$ cat config.mk
export PLATFORM = sky130hd
export DESIGN_NAME = bb_oth_dev_flat
export DESIGN_NICKNAME = d
export VERILOG_FILES = /design/src/rtl/bb_oth_dev_pkg.sv /design/src/rtl/bb_oth_dev_if.sv /design/src/rtl/bb_sync_fifo.sv /design/src/rtl/bb_oth_dev.sv /design/src/flat_wrapper.sv
export SDC_FILE = /design/constraint.sdc
export NUM_CORES = 1
export LEC_CHECK = 0
export CAP_MARGIN = 10
export CORE_MARGIN = 2
export CORE_UTILIZATION = 55
export CTS_CLUSTER_SIZE = 10
export DETAILED_ROUTE_END_ITERATION = 10
export PLACE_DENSITY = 0.77
export SLEW_MARGIN = 20
export SYNTH_ARGS = -nofsm -noshare
export SYNTH_HDL_FRONTEND = slang
export SYNTH_SLANG_ARGS = --single-unit
export TNS_END_PERCENT = 1
$ cat constraint.sdc
create_clock -name clk -period 6.2 [get_ports clk]
set_input_delay 0.93 -clock clk [delete_from_list [all_inputs] [get_ports clk]]
set_output_delay 0.93 -clock clk [all_outputs]
set_load 0.01 [all_outputs]
$ cat src/rtl/bb_oth_dev_pkg.sv
// Shared definitions for the oth-bus peripheral: register offsets, STATUS/IE bit
// positions and the STATUS word packing helper.
package bb_oth_dev_pkg;

  typedef enum logic [2:0] {
    REG_STATUS  = 3'd0,
    REG_TX_DATA = 3'd1,
    REG_RX_DATA = 3'd2,
    REG_TIMER   = 3'd3,
    REG_COMPARE = 3'd4,
    REG_SCRATCH = 3'd5
  } oth_reg_e;

  localparam int unsigned ST_TX_FULL    = 0;
  localparam int unsigned ST_TX_EMPTY   = 1;
  localparam int unsigned ST_RX_EMPTY   = 2;
  localparam int unsigned ST_RX_FULL    = 3;
  localparam int unsigned ST_HIT        = 4;
  localparam int unsigned ST_TX_OVF     = 5;
  localparam int unsigned ST_RX_UDF     = 6;
  localparam int unsigned ST_IE_LSB     = 8;
  localparam int unsigned ST_TX_CNT_LSB = 16;
  localparam int unsigned ST_RX_CNT_LSB = 24;

  localparam int unsigned IE_HIT = 0;
  localparam int unsigned IE_RX  = 1;
  localparam int unsigned IE_TX  = 2;

  typedef struct packed {
    logic rx_udf;
    logic tx_ovf;
    logic hit;
  } sticky_t;

  function automatic logic [31:0] pack_status(
    input logic       tx_full,
    input logic       tx_empty,
    input logic       rx_empty,
    input logic       rx_full,
    input sticky_t    sticky,
    input logic [2:0] ie,
    input logic [7:0] tx_cnt,
    input logic [7:0] rx_cnt
  );
    logic [31:0] s;
    s = '0;
    s[ST_TX_FULL]              = tx_full;
    s[ST_TX_EMPTY]             = tx_empty;
    s[ST_RX_EMPTY]             = rx_empty;
    s[ST_RX_FULL]              = rx_full;
    s[ST_HIT]                  = sticky.hit;
    s[ST_TX_OVF]               = sticky.tx_ovf;
    s[ST_RX_UDF]               = sticky.rx_udf;
    s[ST_IE_LSB +: 3]          = ie;
    s[ST_TX_CNT_LSB +: 8]      = tx_cnt;
    s[ST_RX_CNT_LSB +: 8]      = rx_cnt;
    return s;
  endfunction

endpackage

$ cat src/rtl/bb_oth_dev_if.sv
// Core-side "oth" device bus: one-cycle read/write strobes, word address, data.
interface bb_oth_dev_if
  import bb_oth_dev_pkg::*;
#(
  parameter int unsigned DATA_WIDTH = 32
) ();

  logic                  oen;
  logic                  ien;
  logic [DATA_WIDTH-1:0] addr;
  logic [DATA_WIDTH-1:0] wdata;
  logic [DATA_WIDTH-1:0] rdata;

  modport master (output oen, ien, addr, wdata, input rdata);
  modport slave  (input oen, ien, addr, wdata, output rdata);

endinterface

$ cat src/rtl/bb_sync_fifo.sv
// Single-clock FIFO with occupancy counter; push while full and pop while empty
// are ignored, both decided on the pre-edge count.
module bb_sync_fifo
  import bb_oth_dev_pkg::*;
#(
  parameter int unsigned WIDTH = 8,
  parameter int unsigned DEPTH = 8
) (
  input  logic                       clk,
  input  logic                       rst,
  input  logic                       push,
  input  logic [WIDTH-1:0]           push_data,
  input  logic                       pop,
  output logic [WIDTH-1:0]           pop_data,
  output logic                       full,
  output logic                       empty,
  output logic [$clog2(DEPTH):0]     count
);

  localparam int unsigned AW = $clog2(DEPTH);
  localparam int unsigned CW = AW + 1;

  logic [AW-1:0]    wr_ptr_q, wr_ptr_d;
  logic [AW-1:0]    rd_ptr_q, rd_ptr_d;
  logic [CW-1:0]    count_q, count_d;
  logic [WIDTH-1:0] mem_q [DEPTH];
  logic             push_ok, pop_ok;

  assign full     = (count_q == CW'(DEPTH));
  assign empty    = (count_q == '0);
  assign count    = count_q;
  assign pop_data = mem_q[rd_ptr_q];
  assign push_ok  = push & ~full;
  assign pop_ok   = pop & ~empty;

  always_comb begin
    wr_ptr_d = wr_ptr_q;
    rd_ptr_d = rd_ptr_q;
    count_d  = count_q;
    if (push_ok) wr_ptr_d = wr_ptr_q + AW'(1);
    if (pop_ok)  rd_ptr_d = rd_ptr_q + AW'(1);
    case ({push_ok, pop_ok})
      2'b10:   count_d = count_q + CW'(1);
      2'b01:   count_d = count_q - CW'(1);
      default: count_d = count_q;
    endcase
  end

  always_ff @(posedge clk or posedge rst) begin
    if (rst) begin
      wr_ptr_q <= '0;
      rd_ptr_q <= '0;
      count_q  <= '0;
    end else begin
      wr_ptr_q <= wr_ptr_d;
      rd_ptr_q <= rd_ptr_d;
      count_q  <= count_d;
    end
  end

  // Storage needs no reset: emptiness is tracked entirely by the counter.
  always_ff @(posedge clk) begin
    if (push_ok) mem_q[wr_ptr_q] <= push_data;
  end

endmodule

$ cat src/rtl/bb_oth_dev.sv
// oth-bus responder: TX/RX byte FIFOs, free-running timer with compare,
// scratch register, sticky status and level interrupt.
module bb_oth_dev
  import bb_oth_dev_pkg::*;
#(
  parameter int unsigned             DATA_WIDTH = 32,
  parameter logic [DATA_WIDTH-1:0]   BASE_ADDR  = 'h100,
  parameter int unsigned             FIFO_DEPTH = 8
) (
  input  logic        clk,
  input  logic        rst,
  bb_oth_dev_if.slave oth,
  output logic        o_tx_valid,
  output logic [7:0]  o_tx_data,
  input  logic        i_tx_ready,
  input  logic        i_rx_valid,
  input  logic [7:0]  i_rx_data,
  output logic        o_rx_ready,
  output logic        o_irq
);

  localparam int unsigned CW = $clog2(FIFO_DEPTH) + 1;

  logic      sel, rd, wr;
  oth_reg_e  reg_sel;

  logic          tx_push, tx_pop, tx_full, tx_empty, tx_wr;
  logic [7:0]    tx_head;
  logic [CW-1:0] tx_count;
  logic          rx_push, rx_pop, rx_full, rx_empty, rx_rd;
  logic [7:0]    rx_head;
  logic [CW-1:0] rx_count;

  logic [DATA_WIDTH-1:0] timer_q, timer_d;
  logic [DATA_WIDTH-1:0] compare_q, compare_d;
  logic [DATA_WIDTH-1:0] scratch_q, scratch_d;
  sticky_t               sticky_q, sticky_d, sticky_clr;
  logic [2:0]            ie_q, ie_d;

  assign sel     = (oth.addr[DATA_WIDTH-1:3] == BASE_ADDR[DATA_WIDTH-1:3]);
  assign reg_sel = oth_reg_e'(oth.addr[2:0]);
  assign rd      = sel & oth.oen;
  assign wr      = sel & oth.ien;

  assign tx_wr   = wr & (reg_sel == REG_TX_DATA);
  assign tx_push = tx_wr & ~tx_full;
  assign tx_pop  = ~tx_empty & i_tx_ready;
  assign rx_rd   = rd & (reg_sel == REG_RX_DATA);
  assign rx_pop  = rx_rd & ~rx_empty;
  assign rx_push = i_rx_valid & ~rx_full;

  assign o_tx_valid = ~tx_empty;
  assign o_tx_data  = tx_head;
  assign o_rx_ready = ~rx_full;
  assign o_irq      = (sticky_q.hit & ie_q[IE_HIT]) |
                      (~rx_empty    & ie_q[IE_RX])  |
                      (tx_empty     & ie_q[IE_TX]);

  bb_sync_fifo #(.WIDTH(8), .DEPTH(FIFO_DEPTH)) u_tx_fifo (
    .clk       (clk),
    .rst       (rst),
    .push      (tx_push),
    .push_data (oth.wdata[7:0]),
    .pop       (tx_pop),
    .pop_data  (tx_head),
    .full      (tx_full),
    .empty     (tx_empty),
    .count     (tx_count)
  );

  bb_sync_fifo #(.WIDTH(8), .DEPTH(FIFO_DEPTH)) u_rx_fifo (
    .clk       (clk),
    .rst       (rst),
    .push      (rx_push),
    .push_data (i_rx_data),
    .pop       (rx_pop),
    .pop_data  (rx_head),
    .full      (rx_full),
    .empty     (rx_empty),
    .count     (rx_count)
  );

  always_comb begin
    timer_d    = timer_q + DATA_WIDTH'(1);
    compare_d  = compare_q;
    scratch_d  = scratch_q;
    ie_d       = ie_q;
    sticky_clr = '0;
    if (wr) begin
      case (reg_sel)
        REG_STATUS: begin
          sticky_clr = sticky_t'(oth.wdata[ST_RX_UDF:ST_HIT]);
          ie_d       = oth.wdata[ST_IE_LSB +: 3];
        end
        // A written timer value stands for the write cycle itself, so it advances at the same edge.
        REG_TIMER:   timer_d   = oth.wdata + DATA_WIDTH'(1);
        REG_COMPARE: compare_d = oth.wdata;
        REG_SCRATCH: scratch_d = oth.wdata;
        default: ;
      endcase
    end
    // New events override a same-edge write-one-to-clear.
    sticky_d.hit    = (timer_q == compare_q) | (sticky_q.hit    & ~sticky_clr.hit);
    sticky_d.tx_ovf = (tx_wr & tx_full)      | (sticky_q.tx_ovf & ~sticky_clr.tx_ovf);
    sticky_d.rx_udf = (rx_rd & rx_empty)     | (sticky_q.rx_udf & ~sticky_clr.rx_udf);
  end

  always_ff @(posedge clk or posedge rst) begin
    if (rst) begin
      timer_q   <= '0;
      compare_q <= '1;
      scratch_q <= '0;
      sticky_q  <= '0;
      ie_q      <= '0;
    end else begin
      timer_q   <= timer_d;
      compare_q <= compare_d;
      scratch_q <= scratch_d;
      sticky_q  <= sticky_d;
      ie_q      <= ie_d;
    end
  end

  always_comb begin
    oth.rdata = '0;
    if (rd) begin
      case (reg_sel)
        REG_STATUS:  oth.rdata = DATA_WIDTH'(pack_status(tx_full, tx_empty, rx_empty, rx_full,
                                                         sticky_q, ie_q, 8'(tx_count), 8'(rx_count)));
        REG_RX_DATA: oth.rdata = rx_empty ? '0 : DATA_WIDTH'(rx_head);
        REG_TIMER:   oth.rdata = timer_q;
        REG_COMPARE: oth.rdata = compare_q;
        REG_SCRATCH: oth.rdata = scratch_q;
        default:     oth.rdata = '0;
      endcase
    end
  end

endmodule

$ cat src/flat_wrapper.sv
// flat-port wrapper written by rule: the top's interface ports become plain ports
module bb_oth_dev_flat import bb_oth_dev_pkg::*;
#(
  parameter int unsigned             DATA_WIDTH = 32,
  parameter logic [DATA_WIDTH-1:0]   BASE_ADDR  = 'h100,
  parameter int unsigned             FIFO_DEPTH = 8
)
  (clk, rst, o_tx_valid, o_tx_data, i_tx_ready, i_rx_valid, i_rx_data, o_rx_ready, o_irq, oth_oen, oth_ien, oth_addr, oth_wdata, oth_rdata);
  bb_oth_dev_if #(.DATA_WIDTH(DATA_WIDTH)) oth_i ();
  input  logic clk;
  input  logic rst;
  output logic o_tx_valid;
  output logic [7:0] o_tx_data;
  input  logic i_tx_ready;
  input  logic i_rx_valid;
  input  logic [7:0] i_rx_data;
  output logic o_rx_ready;
  output logic o_irq;
  input wire logic [$bits(oth_i.oen)-1:0] oth_oen;
  input wire logic [$bits(oth_i.ien)-1:0] oth_ien;
  input wire logic [$bits(oth_i.addr)-1:0] oth_addr;
  input wire logic [$bits(oth_i.wdata)-1:0] oth_wdata;
  output wire logic [$bits(oth_i.rdata)-1:0] oth_rdata;
  assign oth_i.oen = oth_oen;
  assign oth_i.ien = oth_ien;
  assign oth_i.addr = oth_addr;
  assign oth_i.wdata = oth_wdata;
  assign oth_rdata = oth_i.rdata;
  bb_oth_dev #(.DATA_WIDTH(DATA_WIDTH), .BASE_ADDR(BASE_ADDR), .FIFO_DEPTH(FIFO_DEPTH)) u_core (.clk(clk), .rst(rst), .oth(oth_i), .o_tx_valid(o_tx_valid), .o_tx_data(o_tx_data), .i_tx_ready(i_tx_ready), .i_rx_valid(i_rx_valid), .i_rx_data(i_rx_data), .o_rx_ready(o_rx_ready), .o_irq(o_irq));
endmodule
==> results.md <==
- Crit Path Max Fanout: 13
- DP HPWL: 21.6 mm
- Max-Cap Viols: 0
- Share of cells above drive strength 1: 0.210
- Part of the power in registers: 0.492
- Cell mode on critical path: clkdlybuf4s50_1
- Antenna diodes: 0
- Crit path kind: input pin to output pin
- EDFF count, synth: about 130
- CP Cell Sequence: clkdlybuf4s50_1 -> inv_1 -> nor4_1 -> buf_4 -> a222oi_1 -> nor2_1 -> clkdlybuf4s50_1
- Sw Share: 0.245
- Post-route insts no fill: ~1,400
- Hold Path Sink: u_core.scratch_q[22]
- Setup bufs post-CTS: 0
- R2r endpoint: u_core.u_tx_fifo.count[2]
- First-pass GRT wire length: roughly 49 mm
- WP data arrival: around 3800 ps
- Layout Nets: between 1,000 and 1,500
- Sequential share of the synthesized area: 0.545
- Detailed Routing Iterations Pass 1: 5
- GPL Wtd Cong: just under 0.9
- GRT Overall Usage: 0.262
- Vias in the first global route: 8,636
- Final period util: 0.758
- Die Area: 24,400 um2
- GRT overflow: 0
- Core Area: approximately 23,000 um2
- Worst slew margin: 0.318
- Outcome: complete, no violations
- 1st-iter DRT viols: 594
- Peak VDD IR: 0.242 mV
- Synth Flop Type: edfxtp_1
- Sink Count: 250
- Slew Viols, Final: 0
- Setup total negative slack: 0 ps
- Yosys cell types: 56
- R2r startpoint: u_core.u_tx_fifo.count[2]
- Synth Cell Area: 12,700 um2
- Num CTS Buffers: 29
- Gates resized, CTS repair: 0
- CTS tree: done
- Worst hold margin: 512 ps
- Area delta synth->final: 17.7%
- Post-Route WL: approximately 31 mm
- PnR worst setup slack: roughly 1500 ps
- Commonest non-fill, non-tap cell in the layout: edfxtp_1
- Slew @ Worst Pin: between 1000 and 1500 ps
- YS warnings: 0
- WL met1: approximately 13 mm
- Residual DRC count: 0
- Worst Reg2Reg Path Length in Cells: 11
- Clk pwr share: 0.385
- Initial antenna violation count: 0
- Syn_nets: 1,040
- Asr flop ratio synth: 0.488
- Clk root buf: clkbuf_16
- Startpoint types: input pin
- H-tree depth: 1
- CTS Hold Bufs: 0
- Worst hold path cell count: 1
- Min-delay src: u_core.scratch_q[22]
- DP Area: 14,100 um2
- Setup slack, reg-to-reg: between 3000 and 4000 ps
- Minimum clock period: approximately 4700 ps
- Initial Util: 0.561
- Cell Pwr Density: 264 nW/um2
- Net Switching: ~0.97 mW
- Final setup fails: 0
- IO Count: 121
- DIE WIDTH: roughly 160 um
- Worst stage delay on the critical path: a little over 700 ps
- Post-layout util: 0.660
- Cells after Synth: 950
- Hold Path Class: flop to flop
- Unrepaired setup endpoints after global routing: false
- Setup Skew: 12.3 ps
- Combinational Power Share: 0.124
- CP max-delay cell: clkdlybuf4s50_1
- DR WL/cell: between 20 and 25 um
- Seq cells post-synth: 250
- Data required, critical path: approximately 5300 ps
- Met2 Routed Length: 15.0 mm
- Kind of end point of the critical path: output pin
- Reg clk slew, reported paths: ~50 ps
- Place WS: 1350 ps
- Antenna violation net count after detailed routing: 0
- Tot Pwr: just under 4 mW
- LEAKAGE: 5.42 nW
- Via count: 8,423
- Met3 Routed Length: a little under 2 mm
- Dpl cells: between 1,000 and 1,500
- Fin. Hold Viols: 0
- Clock Latency Late Sink: about 530 ps
- Final Cell Area: between 10,000 and 15,000 um2
- Cell Int Power: about 3 mW
- F_max: roughly 210 MHz
- Avg Inst Size Synth: roughly 13 um2
- DR top layer: met4
- Vias per cell: a little over 6
- # rows: 55
- Most frequent cells in the layout: edfxtp_1 (128), clkdlybuf4s50_1 (119), dfrtp_1 (88)
- Pin count of the biggest net entering global routing: 75
- Maximum clock path buffer count: 3
- Die Height: ~160 um
- # port buffers: 120
==> power groups by stage <==
stage | clock (mW) | sequential (mW) | combinational [mW]
after floorplan | 0 | 1.91 | 0.332
after global placement | 0 | 1.97 | 0.477
after detailed placement | 0 | 1.98 | 0.489
after CTS | 1.54 | 1.95 | 0.493
after global routing | 1.61 | 1.96 | 0.531
final | 1.52 | 1.95 | 0.490
==> routing by layer <==
| layer | vias up | track usage |
|---|---|---|
| li1 | 3794 | - |
| met1 | 4272 | 0.369 |
| met2 | 307 | 0.428 |
| met3 | 50 | 0.0428 |
| met4 | 0 | 0.0673 |
| met5 | - | 0 |
==> cell usage after synthesis (all sizes together) (25+ instances only) <==
library cell / instances / area, um2
edfxtp: 128 / 3840
mux2: 101 / 1250
dfrtp: 90 / 2250
nor2: 77 / 289
xnor2: 59 / 517
xor2: 51 / 447
mux2i: 41 / 410
nand3: 37 / 208
nand4: 35 / 246
dfstp: 32 / 841
mux4: 32 / 721
nand2: 32 / 120
a21oi: 31 / 155
buf: 26 / 179
clkbuf: 25 / 95.1
==> registers in the layout (all words and copies together), names as in the netlist <==
signal,count
u_core.scratch_q,32
u_core.u_rx_fifo.count,4
u_core.u_rx_fifo.rd_ptr_q,3
u_core.u_rx_fifo.mem_q,64
u_core.u_tx_fifo.wr_ptr_q,3
u_core.u_tx_fifo.mem_q,64
u_core.ie_q,3
u_core.u_rx_fifo.wr_ptr_q,3
u_core.u_tx_fifo.rd_ptr_q,3
u_core.compare_q,32
u_core.u_tx_fifo.count,4
u_core.sticky_q,3
u_core.timer_q,32
==> worst max-delay path by stage <==
stage                      start             end  cells after the start
floorplan                    rst  u_core.ie_q[0]                      1
global placement    oth_addr[11]   oth_rdata[22]                      7
detailed placement  oth_addr[11]    oth_rdata[3]                      7
CTS                 oth_addr[11]    oth_rdata[3]                      7
global route        oth_addr[11]   oth_rdata[17]                      7
finish               oth_addr[1]    oth_rdata[5]                      7
==> critical path, delay by kind of cell <==
family / cells / cell delay, ps
buffers and inverters: 4 / 1860
and+or+nand+nor: 2 / 830
AOI/OAI and AO/OA: 1 / 150
==> logic make-up after synthesis <==
kind of cell             after synthesis  synth area share
buffers and inverters                 64            0.0253
AO/OA/AOI/OAI                         76            0.0402
AND/OR/NAND/NOR                      264             0.115
adder cells (fa/ha/maj)               12            0.0118
multiplexers                         174             0.187
XOR/XNOR                             110            0.0757
flip-flops                           250             0.545
==> final cells by class <==
| type | instances | area (um2) |
|---|---|---|
| Fill cell | 1685 | 7720 |
| Multi-Input combinational cell | 636 | 5500 |
| Inverter | 13 | 51.3 |
| Tap cell | 285 | 357 |
| Clock inverter | 1 | 5.00 |
| Clock buffer | 51 | 828 |
| Sequential cell | 250 | 6940 |
| Timing Repair Buffer | 135 | 1310 |
No activity file was read; power rests on OpenSTA's default activity.
